[config.mk]
export PLATFORM = sky130hd
export DESIGN_NAME = conv_layer_ctrl
export DESIGN_NICKNAME = d
export VERILOG_FILES = /design/src/rtl/conv_layer_ctrl.sv
export SDC_FILE = /design/constraint.sdc
export NUM_CORES = 1
export LEC_CHECK = 0
export CORE_UTILIZATION = 54
export DETAILED_ROUTE_END_ITERATION = 10
export HOLD_SLACK_MARGIN = 0.02
export PLACE_DENSITY = 0.83
export SLEW_MARGIN = 5
export SYNTH_ARGS = -nofsm -noshare
export SYNTH_HDL_FRONTEND = slang
export SYNTH_SLANG_ARGS = --single-unit
export TNS_END_PERCENT = 1
[constraint.sdc]
create_clock -name clk -period 4.87 [get_ports clk]
set_clock_uncertainty 0.15 [all_clocks]
set_input_delay 0.974 -clock clk [delete_from_list [all_inputs] [get_ports clk]]
set_output_delay 0.974 -clock clk [all_outputs]
set_load 0.01 [all_outputs]
[src/rtl/conv_layer_ctrl.sv]
// conv_layer_ctrl
// ---------------------------------------------------------------------------
// Frame scheduler for the convolution PE group. On start it raster-scans one
// IMG_W x IMG_H image from the image RAM. It tags each returned pixel with its
// row/col for the line buffer. It raises win_valid only when a full KxK
// window exists, and it counts returning results into sequential
// output-buffer addresses.
//
// Optional feature: define CONV_CTRL_WDOG_EN to enable the DRAIN watchdog.
// If no result_valid arrives for WDOG_CYC consecutive DRAIN cycles, the
// frame is aborted: err is set and done is pulsed. Without the macro, err is
// tied low and DRAIN waits indefinitely.
//
// Ports:
//   clk, rst_n           clock (rising edge), asynchronous active-low reset
//   start                1-cycle frame request, accepted only in IDLE
//   hold                 pauses new image reads while high
//   img_rd_en/_addr      image RAM read strobe / raster address (1-cycle RAM)
//   pix_valid/_row/_col  RAM data valid + its row/col (line-buffer shift)
//   win_valid            PE group valid_in (complete KxK window)
//   result_valid         PE group result strobe
//   out_wr_en/out_addr   output buffer write strobe / sequential address
//   busy, done, err      frame in progress / completion pulse / sticky wdog
// ---------------------------------------------------------------------------
module conv_layer_ctrl #(
   parameter int IMG_W    = 28,
   parameter int IMG_H    = 28,
   parameter int K        = 5,
   parameter int ADDR_W   = 10,
   parameter int OADDR_W  = 10,
   parameter int WDOG_CYC = 64
) (
   input  logic               clk,
   input  logic               rst_n,
   input  logic               start,
   input  logic               hold,
   output logic               img_rd_en,
   output logic [ADDR_W-1:0]  img_rd_addr,
   output logic               pix_valid,
   output logic [4:0]         pix_row,
   output logic [4:0]         pix_col,
   output logic               win_valid,
   input  logic               result_valid,
   output logic               out_wr_en,
   output logic [OADDR_W-1:0] out_addr,
   output logic               busy,
   output logic               done,
   output logic               err
);

   localparam int NPIX = IMG_W * IMG_H;
   localparam int NWIN = (IMG_W - K + 1) * (IMG_H - K + 1);

   // Elaboration-time sanity checks on the parameter set.
   if (NPIX > (1 << ADDR_W)) begin : g_chk_addr
      $error("conv_layer_ctrl: ADDR_W too small for IMG_W*IMG_H");
   end
   if (NWIN > (1 << OADDR_W)) begin : g_chk_oaddr
      $error("conv_layer_ctrl: OADDR_W too small for window count");
   end
   if (IMG_W > 32 || IMG_H > 32 || K > IMG_W || K > IMG_H) begin : g_chk_dims
      $error("conv_layer_ctrl: image/kernel dimensions out of range");
   end
   if (WDOG_CYC < 1) begin : g_chk_wdog
      $error("conv_layer_ctrl: WDOG_CYC must be at least 1");
   end

   typedef enum logic [1:0] {IDLE, RUN, DRAIN} state_t;

   // Pixel tag travelling one cycle behind the read (matches RAM latency).
   typedef struct packed {
      logic       vld;
      logic [4:0] row;
      logic [4:0] col;
   } pix_tag_t;

   state_t             state, state_nxt;
   logic [4:0]         row, col;
   logic [ADDR_W-1:0]  rd_addr;
   logic [OADDR_W-1:0] res_cnt;
   pix_tag_t           pix;
   logic               win_q;

   logic start_ok, rd_fire, last_rd, res_fire, all_res, wdog_to;

   assign start_ok = (state == IDLE) && start;
   assign rd_fire  = (state == RUN) && !hold;
   assign last_rd  = (rd_addr == ADDR_W'(NPIX - 1));
   assign all_res  = (res_cnt == OADDR_W'(NWIN));
   // Results are only counted inside a frame and never past the window total.
   assign res_fire = result_valid && (state != IDLE) && !all_res;

   // ---------------- FSM ----------------
   always_ff @(posedge clk or negedge rst_n) begin
      if (!rst_n) state <= IDLE;
      else        state <= state_nxt;
   end

   always_comb begin
      state_nxt = state;
      done      = 1'b0;
      case (state)
         IDLE:  if (start) state_nxt = RUN;
         RUN:   if (rd_fire && last_rd) state_nxt = DRAIN;
         DRAIN: if (all_res || wdog_to) begin
                   done      = 1'b1;
                   state_nxt = IDLE;
                end
         default: state_nxt = IDLE;
      endcase
   end

   // ---------------- read address / raster position ----------------
   // The address is a running counter; it always equals row*IMG_W+col, so
   // no multiplier is needed.
   always_ff @(posedge clk or negedge rst_n) begin
      if (!rst_n) begin
         row     <= '0;
         col     <= '0;
         rd_addr <= '0;
      end else if (start_ok) begin
         row     <= '0;
         col     <= '0;
         rd_addr <= '0;
      end else if (rd_fire) begin
         rd_addr <= rd_addr + 1'b1;
         if (col == 5'(IMG_W - 1)) begin
            col <= '0;
            row <= row + 1'b1;
         end else begin
            col <= col + 1'b1;
         end
      end
   end

   // ---------------- pixel tag + window detect ----------------
   always_ff @(posedge clk or negedge rst_n) begin
      if (!rst_n) begin
         pix   <= '0;
         win_q <= 1'b0;
      end else begin
         pix   <= '{vld: rd_fire, row: row, col: col};
         win_q <= pix.vld && (pix.row >= 5'(K - 1)) && (pix.col >= 5'(K - 1));
      end
   end

   // ---------------- result counter ----------------
   always_ff @(posedge clk or negedge rst_n) begin
      if (!rst_n)        res_cnt <= '0;
      else if (start_ok) res_cnt <= '0;
      else if (res_fire) res_cnt <= res_cnt + 1'b1;
   end

   // ---------------- optional drain watchdog ----------------
`ifdef CONV_CTRL_WDOG_EN
   localparam int WD_W = $clog2(WDOG_CYC + 1);

   logic [WD_W-1:0] wdog_cnt;
   logic            err_q;

   // Counts consecutive DRAIN cycles without a result; saturates at the limit.
   always_ff @(posedge clk or negedge rst_n) begin
      if (!rst_n)                             wdog_cnt <= '0;
      else if (state != DRAIN || result_valid) wdog_cnt <= '0;
      else if (!wdog_to)                      wdog_cnt <= wdog_cnt + 1'b1;
   end

   assign wdog_to = (state == DRAIN) && (wdog_cnt == WD_W'(WDOG_CYC));

   always_ff @(posedge clk or negedge rst_n) begin
      if (!rst_n)                   err_q <= 1'b0;
      else if (start_ok)            err_q <= 1'b0;
      else if (wdog_to && !all_res) err_q <= 1'b1;
   end

   assign err = err_q;
`else
   assign wdog_to = 1'b0;
   assign err     = 1'b0;
`endif

   // ---------------- outputs ----------------
   assign img_rd_en   = rd_fire;
   assign img_rd_addr = rd_addr;
   assign pix_valid   = pix.vld;
   assign pix_row     = pix.row;
   assign pix_col     = pix.col;
   assign win_valid   = win_q;
   assign out_wr_en   = res_fire;
   assign out_addr    = res_fire ? res_cnt : '0;
   assign busy        = (state != IDLE);

endmodule

==> impl_metrics.env, run 1 <==
export IMPL_routedWlPerCell_um=13.0
export IMPL_drive_above_1_share_pct=8.26
export IMPL_crit_top_cell="clkdlybuf4s50_1"
export IMPL_synthCells=199
export IMPL_top_usage_layer="met2"
export IMPL_ctsResizeCount=0
export IMPL_synth_edf_count=0
export IMPL_crit_path_start="hold"
export IMPL_vias=1588
export IMPL_insertion_delay_ns=0.30
export IMPL_drv_cap=0
export IMPL_post_cts_repair_setup_buffers=0
export IMPL_cts_tree="yes"
export IMPL_synth_largest_area_cell="dfrtp_1"
export IMPL_timing_fmax_mhz=255
export IMPL_grt_pass1_wl_um=6270
export IMPL_dr_pass1_iters=4
export IMPL_core_area_mm2=0.00366
export IMPL_setup_viol=0
export IMPL_worstPathArrival_ns=2.79
export IMPL_root_buffer="clkbuf_8"
export IMPL_cp_slowest_cell="or3b_1"
export IMPL_grt_util_met3_pct=5.62
export IMPL_synth_fp_nets=209
export IMPL_clk_path_buf_depth=2
export IMPL_worst_pin_slew_ns=0.895
export IMPL_routed_wl_um=3780
export IMPL_finalMaxSlewViolations=0
export IMPL_use_met2_pct=33.4
export IMPL_post_dp_hpwl_um=2630
export IMPL_fillCellCount=267
export IMPL_grt_usage_pct=20.6
export IMPL_fp_dieW_um=63.7
export IMPL_cts_inserted_buffers=5
export IMPL_grtUsageMet1_pct=25.0
export IMPL_antenna_left=0
export IMPL_rows=22
export IMPL_io_pins=42
export IMPL_hold_viol=0
export IMPL_cts_num_sinks=44
export IMPL_synth_top_area_share_pct=53.6
export IMPL_grt_pass1_vias=1443
export IMPL_synth_area_leaders="dfrtp_1 54%, nor2_1 4.7%, xnor2_1 4.7%"
export IMPL_yosysSeqAreaShare_pct=53.6
export IMPL_vias_per_cell=5.48
export IMPL_start_util_pct=56.2
export IMPL_critPathLaunchType="input port"
export IMPL_fin_tns_setup_ns=0
export IMPL_yosysUniqueCellTypes=41
export IMPL_critPathRequiredTime_ns=3.75
export IMPL_die_h_um=63.7
export IMPL_gp_congestion=0.797
export IMPL_async_flop_share_pct=100
export IMPL_r2r_start="state[0]"
export IMPL_num_antenna_cells=0
export IMPL_die_area_mm2=0.00406
export IMPL_irDropWorstVdd_v=0.000312
export IMPL_io_buffers=40
export IMPL_synth_cell_area_mm2=0.00206
export IMPL_leakage_nw=1.15
export IMPL_drt_iter0_drc=55
export IMPL_fin_crit_sh_pct=80.4
export IMPL_power_mw=1.15
export IMPL_crit_end="img_rd_en"
export IMPL_post_route_min_period_ns=3.92
export IMPL_power_density_mw_per_mm2=440
export IMPL_hp_class="flop to flop"
export IMPL_htree_levels=2
export IMPL_ctsHoldBuffers=0
export IMPL_yosys_warnings=0
export IMPL_fin_nets=251
export IMPL_grt_overflow_total=0
export IMPL_synth_area_per_cell_um2=10.3
export IMPL_clkTransAtPathRegs_ns=0.08
export IMPL_path_cells="clkdlybuf4s50_1 > or3b_1 > inv_6 > clkdlybuf4s50_1"
export IMPL_crit_family="buffers and inverters"
export IMPL_outcome="finished, final reports clean"
export IMPL_rsz0062_at_grt="false"
export IMPL_drc=0
export IMPL_crit_buf_inv=3
export IMPL_grt_max_degree=45
export IMPL_criticalPathCategory="input port to output pin"
export IMPL_synth_top_flop_cell="dfrtp_1"
export IMPL_rr_worst_depth=5
export IMPL_critPathCaptureType="output pin"
export IMPL_regToRegEndpoint="col[2]"
export IMPL_ff2ff_setup_slack_ns=2.78
export IMPL_antenna_found_initial=0
export IMPL_ys_seq_elements=44
export IMPL_path_max_fanout=13
export IMPL_slew_headroom_pct=40.3
export IMPL_cp_depth=4
export IMPL_slowest_delay_ns=0.64
export IMPL_area_delta_synth_final_pct=26.7
==> flip-flops by register name (all words and copies together) (netlist names) <==
signal,flops
col,5
win_valid,1
pix_row,5
res_cnt,10
state,2
pix_valid,1
row,5
img_rd_addr,10
pix_col,5
==> Yosys cell counts (4+ instances only) <==
cell type	instances
xnor2_1	11
nor2_1	26
xor2_1	5
dfrtp_1	44
nor3_2	4
and2_1	7
nand2_1	21
nor4_1	4
o31ai_1	4
nand4_1	8
nand3_1	10
inv_1	6
mux2i_1	5
a21oi_1	5
ha_1	5
nor3_1	5
==> worst reg2reg max path, stage by stage, from the launching register on <==
cell	delay (ns)
dfrtp_1	0.47
or3b_1	0.67
inv_6	0.22
nand2_1	0.09
or3_1	0.30
a21oi_1	0.13
==> cell type report <==
type	count	area, um2	share of cell area [%]
Sequential cell	44	1100	42.3
Multi-Input combinational cell	142	888	34.1
Timing Repair Buffer	41	403	15.5
Clock buffer	6	82.6	3.17
Tap cell	48	60.1	2.31
Clock inverter	2	38.8	1.49
Inverter	7	31.3	1.20
==> stage by stage <==
step / worst slack (ns) / hold WS, ns / std cells / util (%) / instance area, um2
floorplan: 2.02 / 0.223 / 199 / - / 2060
global placement: 0.986 / 0.236 / 282 / 67.8 / 2480
detailed placement: 0.956 / 0.242 / 282 / 67.8 / 2480
CTS: 0.949 / 0.260 / 290 / 71.2 / 2610
global route: 0.879 / 0.288 / 290 / 71.2 / 2610
finish: 0.953 / 0.257 / 290 / 71.2 / 2610
==> layer usage <==
layer	share of wire, %	up-vias
li1	-	765
met1	44	767
met2	49	45
met3	4.3	11
met4	2.1	0
met5	0	-
==> worst min-delay path by stage <==
stage	from	to	cells past startpoint	slack [ns]
6_report	row[4]	pix_row[4]	0	0.26
3_5_place_dp	row[4]	pix_row[4]	0	0.24
3_3_place_gp	row[4]	pix_row[4]	0	0.24
5_1_grt	row[4]	pix_row[4]	0	0.29
4_1_cts	row[4]	pix_row[4]	0	0.26
2_1_floorplan	row[4]	pix_row[4]	0	0.22
==> power breakdown <==
group	switching, mW	leakage, nW	internal (mW)
clock network	0.123	0.0614	0.168
registers	0.0838	0.588	0.437
logic	0.165	0.497	0.168
total	0.372	1.15	0.773
==> cells by family after synthesis <==
family,synth area share [%]
buffers and inverters,3.23
adder cells (fa/ha/maj),3.04
AND/OR/NAND/NOR,25.3
AO/OA/AOI/OAI,5.42
XOR/XNOR,6.82
multiplexers,2.43
flip-flops,53.6
other,0.182
==> layout by cell type (no fill, tap or decap), types with 5 or more instances in the layout <==
cell and instances:
nand3_1 10, nor2_1 26, dfrtp_1 44, xor2_1 5, mux2i_1 5, nand2_1 21
nand4_1 8, a21oi_1 5, and2_1 7, ha_1 5, inv_1 6, nor3_1 5
clkdlybuf4s50_1 39, xnor2_1 11, clkbuf_8 6
Power figures use the tool's default switching activity.
==> run 2, diff against run 1 <==
--- a/config.mk
+++ b/config.mk
@@ -5,10 +5,10 @@
 export SDC_FILE = /design/constraint.sdc
 export NUM_CORES = 1
 export LEC_CHECK = 0
-export CORE_UTILIZATION = 54
+export CORE_UTILIZATION = 46
 export DETAILED_ROUTE_END_ITERATION = 10
 export HOLD_SLACK_MARGIN = 0.02
-export PLACE_DENSITY = 0.83
+export PLACE_DENSITY = 0.76
 export SLEW_MARGIN = 5
 export SYNTH_ARGS = -nofsm -noshare
 export SYNTH_HDL_FRONTEND = slang
==> constraint.sdc (replaced) <==
create_clock -name clk -period 3.2 [get_ports clk]
set_clock_uncertainty 0.15 [all_clocks]
set_input_delay 0.64 -clock clk [delete_from_list [all_inputs] [get_ports clk]]
set_output_delay 0.64 -clock clk [all_outputs]
set_load 0.01 [all_outputs]
==> impl_metrics.env, run 2 (same netlist as run 1, synthesis figures left out) <==
export IMPL_power_density_mw_per_mm2=631
export IMPL_critPathLaunchType="input port"
export IMPL_io_pins=42
export IMPL_drv_cap=0
export IMPL_grt_pass1_vias=1421
export IMPL_routedWlPerCell_um=13.4
export IMPL_fin_nets=254
export IMPL_regArea_mm2=0.00110
export IMPL_grt_pass1_wl_um=6620
export IMPL_htree_levels=2
export IMPL_dr_pass1_iters=4
export IMPL_finalMaxSlewViolations=0
export IMPL_drc=0
export IMPL_hold_viol=0
export IMPL_grt_usage_pct=19.9
export IMPL_irDropWorstVdd_v=0.000408
export IMPL_num_antenna_cells=0
export IMPL_cts_inserted_buffers=5
export IMPL_vias=1578
export IMPL_fin_crit_sh_pct=94.6
export IMPL_fillCellCount=367
export IMPL_mostFrequentLayoutCells="44 x dfrtp_1, 39 x clkdlybuf4s50_1, 26 x nor2_1"
export IMPL_critPathRequiredTime_ns=2.41
export IMPL_critPathCaptureType="output pin"
export IMPL_cts_num_sinks=44
export IMPL_die_h_um=68.9
export IMPL_die_area_mm2=0.00474
export IMPL_rsz0062_at_grt="false"
export IMPL_drive_above_1_share_pct=9.02
export IMPL_fin_tns_setup_ns=0
export IMPL_ctsResizeCount=0
export IMPL_rows=23
export IMPL_outcome="finished, final reports clean"
export IMPL_antenna_found_initial=0
export IMPL_slew_headroom_pct=37.8
export IMPL_area_delta_synth_final_pct=26.0
export IMPL_ctsHoldBuffers=0
export IMPL_fin_area_mm2=0.00259
export IMPL_grt_overflow_total=0
export IMPL_path_max_fanout=7
export IMPL_io_buffers=40
export IMPL_fp_dieW_um=68.9
export IMPL_cts_tree="yes"
export IMPL_post_dp_hpwl_um=2760
export IMPL_worstPathArrival_ns=2.24
export IMPL_setup_viol=0
export IMPL_criticalPathCategory="input port to output pin"
export IMPL_leakage_nw=1.14
export IMPL_hp_class="flop to flop"
export IMPL_clk_path_buf_depth=2
export IMPL_vias_per_cell=5.37
export IMPL_clkTransAtPathRegs_ns=0.08
export IMPL_worst_pin_slew_ns=0.933
export IMPL_multi_input_comb_area_um2=888
export IMPL_post_cts_repair_setup_buffers=0
export IMPL_layout_cells_most_common="dfrtp_1"
export IMPL_postPlaceCellArea_mm2=0.00251
export IMPL_routed_wl_um=3940
export IMPL_core_area_mm2=0.00414
export IMPL_timing_fmax_mhz=330
export IMPL_gp_congestion=0.854
export IMPL_drt_iter0_drc=78
export IMPL_start_util_pct=49.6
export IMPL_insertion_delay_ns=0.30
export IMPL_post_route_min_period_ns=3.03
export IMPL_root_buffer="clkbuf_8"
export IMPL_grt_max_degree=45
export IMPL_antenna_left=0
[run 2: cell count changes in the layout (fill, tap and decap cells not counted)]
cell,change
buf_4,+3
bufinv_16,-1
clkbuf_8,-1
clkinv_2,+1
clkinv_4,-1
clkinvlp_4,+1
[run 2: layer usage]
layer	vias to the layer above	GRT usage, %	wire [um]
met5	-	0	0
met4	0	8.42	59
met3	6	5.92	193
met2	40	30.9	1800
met1	760	25.6	1890
li1	772	-	-
[run 2: final timing paths]
check	startpoint	endpoint	slack, ns	cells past startpoint
max in group asynchronous	rst_n	img_rd_addr[5]	1.99	1
min	row[4]	pix_row[4]	0.26	0
min reg2reg	row[4]	pix_row[4]	0.26	0
max reg2reg	state[0]	state[0]	1.22	5
max	result_valid	out_addr[9]	0.17	5
min in group asynchronous	rst_n	pix_col[3]	0.32	1
[run 2: layout make-up]
cell class	count	area share [%]
flip-flops and latches	44	42.5
well taps	50	2.42
multi-input cells	142	34.3
clock inverters	2	0.483
repair buffers	44	16.4
clock buffers	5	2.66
inverters	7	1.21
[run 2: critical path, cell delays in order]
cell and delay (ns):
clkdlybuf4s50_1 0.47, o21ai_1 0.10, a41oi_2 0.32, and2_1 0.18
clkdlybuf4s50_1 0.53
[run 2: power by group]
group | internal [mW] | switching [mW] | total (mW)
logic | 0.262 | 0.251 | 0.513
registers | 0.665 | 0.124 | 0.789
clock network | 0.148 | 0.185 | 0.333
[run 2: metrics by stage]
stage | worst slack, ns | cells | hold slack [ns] | total power [mW] | util (%)
final | 0.171 | 294 | 0.262 | 1.63 | 62.5
after global routing | 0.0565 | 294 | 0.285 | 1.76 | 62.5
after CTS | 0.167 | 294 | 0.264 | 1.65 | 62.5
after detailed placement | 0.170 | 287 | 0.247 | 1.32 | 60.5
after global placement | 0.191 | 287 | 0.245 | 1.30 | 60.5
after floorplan | 1.00 | 199 | 0.194 | 1.07 | -
==> run 3, diff against run 2 <==
--- a/config.mk
+++ b/config.mk
@@ -9,6 +9,7 @@
 export DETAILED_ROUTE_END_ITERATION = 10
 export HOLD_SLACK_MARGIN = 0.02
 export PLACE_DENSITY = 0.76
+export REMOVE_ABC_BUFFERS = 1
 export SLEW_MARGIN = 5
 export SYNTH_ARGS = -nofsm -noshare
 export SYNTH_HDL_FRONTEND = slang
==> impl_metrics.env, run 3 (same netlist as run 1, synthesis figures left out) <==
export IMPL_switchingPower_uw=563
export IMPL_leakage_nw=1.17
export IMPL_post_route_util_pct=63.8
export IMPL_seqPwrFrac_pct=45.2
export IMPL_path_max_fanout=11
export IMPL_fp_dieW_um=68.9
export IMPL_power_density_mw_per_mm2=662
export IMPL_postPlaceCellArea_mm2=0.00252
export IMPL_cts_tree="yes"
export IMPL_routedWlPerCell_um=14.0
export IMPL_grt_pass1_vias=1533
export IMPL_cts_inserted_buffers=5
export IMPL_critPathCaptureType="output pin"
export IMPL_setup_viol=0
export IMPL_slew_headroom_pct=37.2
export IMPL_fillCellCount=357
export IMPL_holdWs_ns=0.271
export IMPL_ctsResizeCount=0
export IMPL_fin_area_mm2=0.00264
export IMPL_post_route_min_period_ns=2.96
export IMPL_routed_wl_um=4140
export IMPL_grt_overflow_total=0
export IMPL_layout_cells_most_common="dfrtp_1"
export IMPL_clk_path_buf_depth=2
export IMPL_post_cts_repair_setup_buffers=0
export IMPL_cts_num_sinks=44
export IMPL_die_area_mm2=0.00474
export IMPL_criticalPathCategory="input port to output pin"
export IMPL_mostFrequentLayoutCells="44 x dfrtp_1, 39 x clkdlybuf4s50_1, 26 x nor2_1"
export IMPL_grt_usage_pct=20.3
export IMPL_power_frac_comb_pct=29.6
export IMPL_core_area_mm2=0.00414
export IMPL_vias=1522
export IMPL_grt_max_degree=45
export IMPL_rsz0062_at_grt="false"
export IMPL_gp_congestion=0.824
export IMPL_antenna_left=0
export IMPL_fin_tns_setup_ns=0
export IMPL_ctsHoldBuffers=0
export IMPL_root_buffer="clkbuf_8"
export IMPL_switching_share_pct=32.2
export IMPL_regArea_mm2=0.00110
export IMPL_multi_input_comb_area_um2=895
export IMPL_setup_slack_ns=0.243
export IMPL_drive_above_1_share_pct=10.2
export IMPL_area_delta_synth_final_pct=28.6
export IMPL_vias_per_cell=5.14
export IMPL_post_dp_hpwl_um=2910
export IMPL_io_pins=42
export IMPL_outcome="finished, final reports clean"
export IMPL_io_buffers=40
export IMPL_num_antenna_cells=0
export IMPL_clkTransAtPathRegs_ns=0.08
export IMPL_drv_cap=0
export IMPL_drt_iter0_drc=48
export IMPL_finalMaxSlewViolations=0
export IMPL_dr_pass1_iters=4
export IMPL_drc=0
export IMPL_die_h_um=68.9
export IMPL_start_util_pct=49.6
export IMPL_internal_power_mw=1.19
export IMPL_clockPowerShare_pct=25.2
export IMPL_rows=23
export IMPL_insertion_delay_ns=0.29
export IMPL_grt_pass1_wl_um=6990
export IMPL_hp_class="flop to flop"
export IMPL_hold_viol=0
export IMPL_critPathLaunchType="input port"
export IMPL_place_ws_ns=0.220
export IMPL_critPathRequiredTime_ns=2.41
export IMPL_fin_nets=255
export IMPL_irDropWorstVdd_v=0.000379
export IMPL_worst_pin_slew_ns=0.941
export IMPL_fin_crit_sh_pct=92.4
export IMPL_antenna_found_initial=0
export IMPL_worstPathArrival_ns=2.17
export IMPL_timing_fmax_mhz=338
export IMPL_htree_levels=2
run 3: final timing paths:
| path | start | to | slack [ns] | cells after the start |
|---|---|---|---|---|
| min in group asynchronous | rst_n | pix_col[2] | 0.33 | 1 |
| hold reg to reg | row[4] | pix_row[4] | 0.27 | 0 |
| setup reg to reg | state[0] | state[0] | 1.17 | 5 |
| setup / recovery | hold | img_rd_en | 0.24 | 4 |
| max in group asynchronous | rst_n | res_cnt[1] | 1.98 | 1 |
| hold / removal | row[4] | pix_row[4] | 0.27 | 0 |
run 3: power by group through the flow:
stage          logic (mW)  clock network, mW  registers (mW)
2_1_floorplan       0.261                  0           0.800
3_3_place_gp        0.507                  0           0.796
3_5_place_dp        0.526                  0           0.801
4_1_cts             0.529              0.455           0.790
5_1_grt             0.574              0.482           0.813
6_report            0.519              0.440           0.790
run 3: per-stage QoR:
stage / std cells / power (mW)
3_5_place_dp: 288 / 1.33
4_1_cts: 296 / 1.77
3_3_place_gp: 288 / 1.30
2_1_floorplan: 193 / 1.06
5_1_grt: 296 / 1.87
6_report: 296 / 1.75
run 3: layout make-up:
class,instances,share of cell area [%]
clock buffers,6,3.12
clock inverters,2,1.47
inverters,7,1.18
multi-input cells,142,33.8
flip-flops and latches,44,41.6
well taps,50,2.37
repair buffers,45,16.4
run 3: worst max-delay path, stage by stage:
cell and delay (ns):
clkdlybuf4s50_1 0.41, or3b_1 0.44, inv_6 0.13, clkdlybuf4s50_1 0.54
run 3: layer usage:
metal / track usage (%) / vias up / routed length, um
met5: 0 / - / 0
met1: 26.6 / 724 / 1900
met3: 3.95 / 5 / 99
met2: 32.8 / 21 / 2080
met4: 8.67 / 0 / 55
li1: - / 772 / -
